### src/rtl/actor_move_ctrl.sv
// actor_move_ctrl: pixel position and heading sequencer for one maze actor.
// Steps on speed-accumulator carries, buffers pre-turns, wraps the side tunnel.
module actor_move_ctrl #(
  parameter int unsigned START_X   = 228,
  parameter int unsigned START_Y   = 336,
  parameter int unsigned BUF_TICKS = 16,
  parameter int unsigned TUNNEL_Y  = 228,
  parameter int unsigned X_LO      = 66,
  parameter int unsigned X_HI      = 390,
  parameter int unsigned WRAP_LO   = 54,
  parameter int unsigned WRAP_HI   = 402
) (
  input  logic       Clk,
  input  logic       Reset_n,
  input  logic       move_tick,
  input  logic [7:0] speed,
  input  logic       start,
  input  logic       freeze,
  input  logic       respawn,
  input  logic [3:0] req_dir,
  input  logic [3:0] avail_dir,
  output logic [9:0] pos_x,
  output logic [9:0] pos_y,
  output logic [3:0] cur_dir,
  output logic       moving,
  output logic       wrapped
);

  localparam int unsigned CW = $clog2(BUF_TICKS + 1);

  localparam logic [9:0]    SX = 10'(START_X);
  localparam logic [9:0]    SY = 10'(START_Y);
  localparam logic [9:0]    TY = 10'(TUNNEL_Y);
  localparam logic [9:0]    XL = 10'(X_LO);
  localparam logic [9:0]    XH = 10'(X_HI);
  localparam logic [9:0]    WL = 10'(WRAP_LO);
  localparam logic [9:0]    WH = 10'(WRAP_HI);
  localparam logic [CW-1:0] BT = CW'(BUF_TICKS);

  typedef enum logic [1:0] {
    S_IDLE,
    S_MOVING,
    S_STOPPED,
    S_FROZEN
  } state_e;

  state_e state_q, state_d;

  logic [9:0]    pos_x_q, pos_x_d;
  logic [9:0]    pos_y_q, pos_y_d;
  logic [3:0]    cur_dir_q, cur_dir_d;
  logic [7:0]    acc_q, acc_d;
  logic          pend_vld_q, pend_vld_d;
  logic [3:0]    pend_dir_q, pend_dir_d;
  logic [CW-1:0] pend_cnt_q, pend_cnt_d;
  logic          moving_q, moving_d;
  logic          wrapped_q, wrapped_d;

  logic          active;
  logic          acc_en;
  logic [8:0]    sum;
  logic          opp;
  logic          req_1h;
  logic          in_tun;
  logic          pend_hit;
  logic          cur_hit;
  logic          take_pend;
  logic          go;
  logic [3:0]    step_dir;
  logic [9:0]    nx;
  logic [9:0]    ny;
  logic          wrap;
  logic [CW-1:0] cnt_inc;

  always_ff @(posedge Clk or negedge Reset_n) begin
    if (!Reset_n) begin
      state_q <= S_IDLE;
    end else begin
      state_q <= state_d;
    end
  end

  always_comb begin
    active   = (state_q == S_MOVING) || (state_q == S_STOPPED);
    acc_en   = active && !freeze && move_tick;
    sum      = {1'b0, acc_q} + {1'b0, speed};
    opp      = acc_en && sum[8];
    req_1h   = (|req_dir) && ((req_dir & (req_dir - 4'd1)) == 4'd0);
    cnt_inc  = pend_cnt_q + 1'b1;
    in_tun   = (pos_y_q == TY) &&
               ((pos_x_q < XL) || (pos_x_q > XH) ||
                ((pos_x_q == XL) && cur_dir_q[0]) ||
                ((pos_x_q == XH) && cur_dir_q[2]));
    pend_hit = pend_vld_q && |(avail_dir & pend_dir_q);
    cur_hit  = |(avail_dir & cur_dir_q);

    // The lookup index is invalid inside the tunnel, so avail_dir is ignored there.
    take_pend = 1'b0;
    go        = 1'b0;
    unique case (1'b1)
      in_tun: begin
        take_pend = pend_vld_q && (pend_dir_q[0] | pend_dir_q[2]);
        go        = 1'b1;
      end
      !in_tun && pend_hit: begin
        take_pend = 1'b1;
        go        = 1'b1;
      end
      !in_tun && !pend_hit && cur_hit: begin
        go = 1'b1;
      end
      default: ;
    endcase
    step_dir = take_pend ? pend_dir_q : cur_dir_q;

    nx   = pos_x_q;
    ny   = pos_y_q;
    wrap = 1'b0;
    unique case (1'b1)
      step_dir[0]: begin
        if (in_tun && (pos_x_q == WL)) begin
          nx   = WH;
          wrap = 1'b1;
        end else begin
          nx = pos_x_q - 10'd1;
        end
      end
      step_dir[1]: ny = pos_y_q - 10'd1;
      step_dir[2]: begin
        if (in_tun && (pos_x_q == WH)) begin
          nx   = WL;
          wrap = 1'b1;
        end else begin
          nx = pos_x_q + 10'd1;
        end
      end
      step_dir[3]: ny = pos_y_q + 10'd1;
      default: ;
    endcase
  end

  always_comb begin
    state_d = state_q;
    if (respawn) begin
      state_d = S_IDLE;
    end else begin
      unique case (state_q)
        S_IDLE: begin
          if (start && !freeze) state_d = S_MOVING;
        end
        S_MOVING, S_STOPPED: begin
          if (freeze) begin
            state_d = S_FROZEN;
          end else if (opp) begin
            state_d = go ? S_MOVING : S_STOPPED;
          end
        end
        S_FROZEN: begin
          if (!freeze) state_d = S_STOPPED;
        end
        default: state_d = S_IDLE;
      endcase
    end
  end

  always_comb begin
    pos_x_d    = pos_x_q;
    pos_y_d    = pos_y_q;
    cur_dir_d  = cur_dir_q;
    acc_d      = acc_q;
    pend_vld_d = pend_vld_q;
    pend_dir_d = pend_dir_q;
    pend_cnt_d = pend_cnt_q;
    wrapped_d  = 1'b0;
    moving_d   = (state_d == S_MOVING);
    if (respawn) begin
      pos_x_d    = SX;
      pos_y_d    = SY;
      cur_dir_d  = 4'b0001;
      acc_d      = '0;
      pend_vld_d = 1'b0;
      pend_dir_d = '0;
      pend_cnt_d = '0;
    end else begin
      if (acc_en) acc_d = sum[7:0];
      if (opp && go) begin
        pos_x_d   = nx;
        pos_y_d   = ny;
        cur_dir_d = step_dir;
        wrapped_d = wrap;
      end
      if (move_tick && pend_vld_q) begin
        pend_cnt_d = cnt_inc;
        if (cnt_inc == BT) pend_vld_d = 1'b0;
      end
      if (opp && take_pend) pend_vld_d = 1'b0;
      // A fresh request wins over a same-cycle consumption.
      if (req_1h) begin
        pend_vld_d = 1'b1;
        pend_dir_d = req_dir;
        pend_cnt_d = '0;
      end
    end
  end

  always_ff @(posedge Clk or negedge Reset_n) begin
    if (!Reset_n) begin
      pos_x_q    <= SX;
      pos_y_q    <= SY;
      cur_dir_q  <= 4'b0001;
      acc_q      <= '0;
      pend_vld_q <= 1'b0;
      pend_dir_q <= '0;
      pend_cnt_q <= '0;
      moving_q   <= 1'b0;
      wrapped_q  <= 1'b0;
    end else begin
      pos_x_q    <= pos_x_d;
      pos_y_q    <= pos_y_d;
      cur_dir_q  <= cur_dir_d;
      acc_q      <= acc_d;
      pend_vld_q <= pend_vld_d;
      pend_dir_q <= pend_dir_d;
      pend_cnt_q <= pend_cnt_d;
      moving_q   <= moving_d;
      wrapped_q  <= wrapped_d;
    end
  end

  assign pos_x   = pos_x_q;
  assign pos_y   = pos_y_q;
  assign cur_dir = cur_dir_q;
  assign moving  = moving_q;
  assign wrapped = wrapped_q;

endmodule

### config.mk
export PLATFORM = sky130hd
export DESIGN_NAME = actor_move_ctrl
export DESIGN_NICKNAME = d
export VERILOG_FILES = /design/src/rtl/actor_move_ctrl.sv
export SDC_FILE = /design/constraint.sdc
export NUM_CORES = 1
export LEC_CHECK = 0
export CAP_MARGIN = 40
export CORE_MARGIN = 2
export CORE_UTILIZATION = 25
export CTS_BUF_LIST = sky130_fd_sc_hd__clkbuf_4
export DETAILED_ROUTE_END_ITERATION = 6
export PLACE_DENSITY_LB_ADDON = 0.1
export SYNTH_ARGS = -nofsm -noshare
export SYNTH_HDL_FRONTEND = slang
export SYNTH_SLANG_ARGS = --single-unit
### constraint.sdc
create_clock -name Clk -period 6.3 [get_ports Clk]
set_clock_uncertainty 0.1 [all_clocks]
set_input_delay 0.63 -clock Clk [delete_from_list [all_inputs] [get_ports Clk]]
set_output_delay 0.63 -clock Clk [all_outputs]
set_load 0.05 [all_outputs]
==> results of run 1 <==
-- per-stage QoR --
step | instances | area (um2) | hold slack [ns] | utilization
final | 634 | 4260 | 0.206 | 0.305
after floorplan | 418 | 3620 | 0.234 | -
after CTS | 634 | 4260 | 0.208 | 0.305
after global placement | 626 | 4210 | 0.398 | 0.301
after detailed placement | 626 | 4210 | 0.418 | 0.301
after global routing | 634 | 4260 | 0.235 | 0.305
-- final timing paths --
kind,endpoint,slack [ns],cells after the start,start
min,pend_dir_q[0],0.21,2,Reset_n
max,pos_y[8],2.09,15,pos_x[0]
max reg2reg,pos_y[8],2.09,15,pos_x[0]
max in group asynchronous,pend_cnt_q[2],5.46,2,Reset_n
min reg2reg,acc_q[6],0.44,2,acc_q[6]
min in group Clk,acc_q[6],0.44,2,acc_q[6]
-- routing by layer --
metal | vias up | share of wire | track usage
met2 | 71 | 0.47 | 0.239
li1 | 1607 | - | -
met5 | - | 0 | 0
met3 | 13 | 0.039 | 0.0249
met4 | 0 | 0.016 | 0.0456
met1 | 1577 | 0.47 | 0.178
-- synth_stat cells, types with 5 or more instances --
cell and count:
nand4_1 6, o21ai_0 13, o21ai_1 7, nor2b_1 5
dfstp_2 8, mux2i_1 10, inv_1 14, nor3_1 8
o21bai_1 6, xor2_1 9, ha_1 16, a211oi_1 6
xnor2_1 9, nor2_1 39, clkbuf_1 9, nand3_1 26
nand2_1 43, and2_1 7, and3_1 10, a21oi_1 29
or3_1 8, dfrtp_1 38
-- cells by family (layout without fill, tap and decap cells) --
logic type      Yosys count  count (layout)  share of synthesized area
compound gates          107             107                      0.216
xor+xnor                 18              18                     0.0436
fa+ha+maj                17              17                     0.0609
buf+inv                  35              71                     0.0467
flops                    46              46                      0.321
mux                      15              15                     0.0453
simple gates            180             180                      0.267
-- area by class of cell --
cell class / instances / share of cell area
repair buffers: 49 / 0.113
clock inverters: 2 / 0.00235
flip-flops and latches: 46 / 0.273
well taps: 180 / 0.0529
multi-input cells: 337 / 0.537
inverters: 14 / 0.0123
clock buffers: 6 / 0.0106
-- power by group --
group	total [mW]	switching [mW]	internal, mW
sequential	0.336	0.0207	0.316
clock	0.158	0.111	0.0470
combinational	0.222	0.131	0.0903
total	0.716	0.263	0.453
-- sequential cells by signal, indices dropped and copies added (netlist names) --
name	count
pos_y	10
state_q	2
pend_cnt_q	5
acc_q	8
wrapped	1
pend_vld_q	1
pos_x	10
cur_dir	4
moving	1
pend_dir_q	4
-- cells in the final DEF (no fill, tap or decap), drive strengths merged, types with 8 or more instances in the layout --
cell           count
dfstp              8
nand3             27
o21ai             21
clkdlybuf4s50     46
dfrtp             38
or3                8
xor2               9
ha                16
xnor2              9
nand2             43
nor2              40
inv               14
a21oi             30
and3              10
mux2i             10
nor3              10
-- critical path: cells and delay by family, from the launching register on --
kind	cells	cell delay, ns
simple gates	6	1.36
compound gates	4	1.29
flops	1	0.51
fa+ha+maj	2	0.48
xor+xnor	1	0.19
buf+inv	1	0.12
mux	1	0.09
==> out/qor.yml, run 1 <==
cp_cell_sequence: "inv_1 -> ha_1 -> and2_1 -> o311ai_1 -> o32ai_2 -> a211oi_2 -> nor2_2 -> xor2_1 -> ha_1 -> or4_1 -> o21a_1 -> nor2_1 -> mux2i_1 -> or3_1 -> nand3_1"
crit_path_end_kind: "flip-flop"
antenna_found_initial: 0
p_leak_nw: 1.69
drv_cap: 0
gp_congestion: 0.843
arrival_ns: 4.45
period_needed_ns: 4.21
synth_cell_types: 80
cts_sinks: 46
synth_async_sr_flop_share: 1.00
netlist_area_um2: 3620
synth-seq-cells: 46
slew_viol_final: 0
drc: 0
area_growth_pct: 17.8
cp_slowest_cell: "dfrtp_1"
n_antenna_cell: 0
hold_viol_final: 0
cts-root-buf: "clkbuf_4"
synth.largest_area_cell: "dfrtp_1"
cts_tree: "done"
io-pin-count: 48
clkTransAtPathRegs_ns: 0.16
multi_input_area_um2: 2290
die_area_um2: 15400
ir_drop_uv: 130
ant_nets: 0
maxSlewHeadroom: 0.445
fin_nets: 492
slowest_delay_ns: 0.51
ctsHoldBuffers: 0
drive_above_1_share: 0.0991
avgRoutedWirePerCell_um: 16.4
drt-initial-drc-count: 145
seqCellArea_um2: 1160
powerDensity_nw_per_um2: 168
synth_warnings: 0
dr.pass1.iters: 4
postCtsSetupBuffers: 0
worstHoldPathType: "primary input to async pin"
grt_pass1_vias: 3289
total_power_uw: 716
rows: 43
clk_latency_ns: 0.42
numPortBuffers: 47
cts_buffers: 5
grt_pass1_wl_mm: 17.5
dp_hpwl_mm: 7.49
initial_core_util: 0.258
routed_via_density: 5.15
fmax_mhz: 238
finalSetupTns_ns: 0
post_cts_resized: 0
fillCellCount: 1525
grt_max_degree: 47
dp_worst_setup_slack_ns: 1.95
worstPathMaxFanout: 10
yosysSeqAreaShare: 0.321
fin_crit_sh: 0.668
status: "complete, no violations"
fp.dieW_um: 124
rsz0062_at_grt: "no"
cp_common_cell: "ha_1"
synth_top_area_share: 0.263
setup_violations: 0
avgSynthCellArea_um2: 8.65
cts-htree-levels: 2
synth_edf_count: 0
synth.area.top_cells: "dfrtp_1 (26%), dfstp_2 (5.8%), ha_1 (5.5%)"
vias: 3268
grt_use_total: 0.140
fp.coreArea_um2: 14000
syn_inst: 418
setup.worst_path.class: "flip-flop to flip-flop"
grt_overflow: 0
layout_setup_ws_ns: 2.09
syn_nets: 457
crit_required_ns: 6.54
worstMarginPinSlew_ns: 0.828
die_y_um: 124
synth-main-ff-cell: "dfrtp_1"
cts.path.max_buffers: 2
routed_wirelength_mm: 10.4
cp-start-kind: "flip-flop"
(Power assumes the default switching activity.)
==> inputs of run 2 (changes only) <==
==> constraint.sdc (replaced) <==
create_clock -name Clk -period 3.6 [get_ports Clk]
set_clock_uncertainty 0.1 [all_clocks]
set_input_delay 0.36 -clock Clk [delete_from_list [all_inputs] [get_ports Clk]]
set_output_delay 0.36 -clock Clk [all_outputs]
set_load 0.05 [all_outputs]
==> run 2 against run 1 <==
Effect of this change: global-route usage increased by 0.63 points; non-clock buffer count increased by 36; total power increased by 87%; register-to-register slack got worse by 1.9 ns; wire length increased by 6.2%; sequential power increased by 74%; die area unchanged; clock power increased by 120%; final cell count increased by 5.8%; critical endpoint unchanged; final area increased by 8.1%; flip-flop and latch count unchanged; sequential share of layout area decreased by 2.0 points.
==> out/qor.yml, run 2 (same netlist as run 1, synthesis figures left out) <==
status: "complete, no violations"  # unchanged
setup_violations: 0  # unchanged
cp_cell_sequence: "inv_2 -> ha_2 -> and2_1 -> o311ai_2 -> o32ai_2 -> a211oi_2 -> nor2_4 -> xor2_1 -> ha_2 -> or4_1 -> o21a_1 -> nor2_1 -> mux2i_1 -> or3_1 -> nand3_1"  # was inv_1 -> ha_1 -> and2_1 -> o311ai_1 -> o32ai_2 -> a211oi_2 -> nor2_2 -> xor2_1 -> ha_1 -> or4_1 -> o21a_1 -> nor2_1 -> mux2i_1 -> or3_1 -> nand3_1
ir_drop_uv: 213  # was 130 uV
grt_max_degree: 32  # was 47
period_needed_ns: 3.38  # was 4.21 ns
finalSetupTns_ns: 0  # unchanged
crit_path_end_kind: "flip-flop"  # unchanged
vias: 3432  # was 3268
critical_path.startpoint: "pos_x[0]"  # unchanged
drt-initial-drc-count: 164  # was 145
drv_cap: 0  # unchanged
fmax_mhz: 296  # was 238 MHz
holdWs_ns: 0.291  # was 0.206 ns
drc: 0  # unchanged
cts_buffers: 5  # unchanged
grt_pass1_vias: 3366  # was 3289
cts.path.max_buffers: 2  # unchanged
grt_overflow: 0  # unchanged
hold_viol_final: 0  # unchanged
dp_hpwl_mm: 8.47  # was 7.49 mm
arrival_ns: 3.63  # was 4.45 ns
path_delay_family: "simple AND/OR/NAND/NOR gates"  # unchanged
clk_latency_ns: 0.42  # about the same
drive_above_1_share: 0.178  # was 0.0991
antenna_found_initial: 1  # was 0
grt_use_total: 0.146  # was 0.140
worstPathMaxFanout: 3  # was 10
rsz0062_at_grt: "no"  # unchanged
initial_core_util: 0.258  # unchanged
cp_common_cell: "ha_2"  # was ha_1
rows: 43  # unchanged
cp-start-kind: "flip-flop"  # unchanged
grt_pass1_wl_mm: 18.0  # was 17.5 mm
setup.worst_path.class: "flip-flop to flip-flop"  # unchanged
total_power_mw: 1.34  # was 716 uW
worstHoldPathType: "primary input to async pin"  # unchanged
die_y_um: 124  # unchanged
switchingPower_uw: 465  # was 263 uW
p_leak_nw: 1.88  # was 1.69 nW
pwr-share-clk: 0.264  # was 0.220
crit_required_ns: 3.85  # was 6.54 ns
cts-root-buf: "clkbuf_4"  # unchanged
cts_tree: "done"  # unchanged
cp_slowest_cell: "or4_1"  # was dfrtp_1
slew_viol_final: 0  # unchanged
gp_congestion: 0.849  # was 0.843
numPortBuffers: 47  # unchanged
cp_num_buf_inv: 1  # unchanged
post-place-cells: 659  # was 626
fin_nets: 528  # was 492
routed_via_density: 5.11  # was 5.15
worstMarginPinSlew_ns: 0.641  # was 0.828 ns
powerDensity_nw_per_um2: 291  # was 168 nW/um2
internal-power_uw: 875  # was 453 uW
dr.pass1.iters: 4  # unchanged
mostFrequentLayoutCells: "clkdlybuf4s50_1 (46), nand2_1 (43), nor2_1 (39)"  # unchanged
avgRoutedWirePerCell_um: 16.4  # about the same
fp.dieW_um: 124  # unchanged
area_growth_pct: 27.4  # was 17.8%
maxSlewHeadroom: 0.572  # was 0.445
power_frac_seq: 0.437  # was 0.470
slowest_delay_ns: 0.41  # was 0.51 ns
layout_commonest_cell: "clkdlybuf4s50_1"  # unchanged
fp.coreArea_um2: 14000  # unchanged
routed_wirelength_mm: 11.0  # was 10.4 mm
r2r_start: "pos_x[0]"  # unchanged
combPwrFrac: 0.300  # was 0.310
clkTransAtPathRegs_ns: 0.15  # was 0.16 ns
io-pin-count: 48  # unchanged
die_area_um2: 15400  # unchanged
cts-htree-levels: 2  # unchanged
stdcell_count: 671  # was 634
fin_crit_sh: 0.940  # was 0.668
ant_nets: 0  # unchanged
swShare: 0.347  # was 0.367
cts_sinks: 46  # unchanged
-- run 2: power groups by stage --
stage	Sequential, mW	Clock [mW]	Combinational, mW
finish	0.585	0.353	0.402
global route	0.590	0.392	0.454
CTS	0.585	0.372	0.408
detailed placement	0.594	0	0.405
global placement	0.593	0	0.399
floorplan	0.611	0	0.261
-- run 2: final timing paths --
path | end | slack [ns] | depth (start not counted)
max | pos_y[8] | 0.22 | 15
min | wrapped | 0.29 | 2
max reg2reg | pos_y[8] | 0.22 | 15
min reg2reg | acc_q[0] | 0.44 | 2
max in group asynchronous | cur_dir[0] | 2.31 | 4
min in group Clk | acc_q[0] | 0.44 | 2
-- run 2: per-layer routing --
layer  track usage  up-vias  share of wire
met5             0        -              0
met4        0.0436        0          0.014
met3        0.0309       11          0.056
met2         0.236       75           0.46
met1         0.196     1661           0.47
li1              -     1685              -
-- run 2: area by class of cell --
type / count / area, um2
Antenna cell: 1 / 2.50
Clock buffer: 6 / 45.0
Clock inverter: 2 / 37.5
Fill cell: 1478 / 9380
Inverter: 14 / 52.6
Multi-Input combinational cell: 337 / 2310
Sequential cell: 46 / 1160
Tap cell: 180 / 225
Timing Repair Buffer: 85 / 773
-- run 2: metrics by stage --
step | instance area (um2) | worst slack (ns) | util
floorplan | 3640 | 0.0123 | -
global placement | 4470 | 0.151 | 0.319
detailed placement | 4490 | 0.0565 | 0.321
CTS | 4590 | 0.165 | 0.328
global route | 4610 | 0.0174 | 0.329
finish | 4610 | 0.217 | 0.329
-- run 2: what timing repair did --
item,4_1_cts,5_1_grt
setup endpoints to repair,0,1
hold buffers,1,0
setup buffers,0,2
endpoints found under the hold margin,9,0
gates resized for setup,0,1
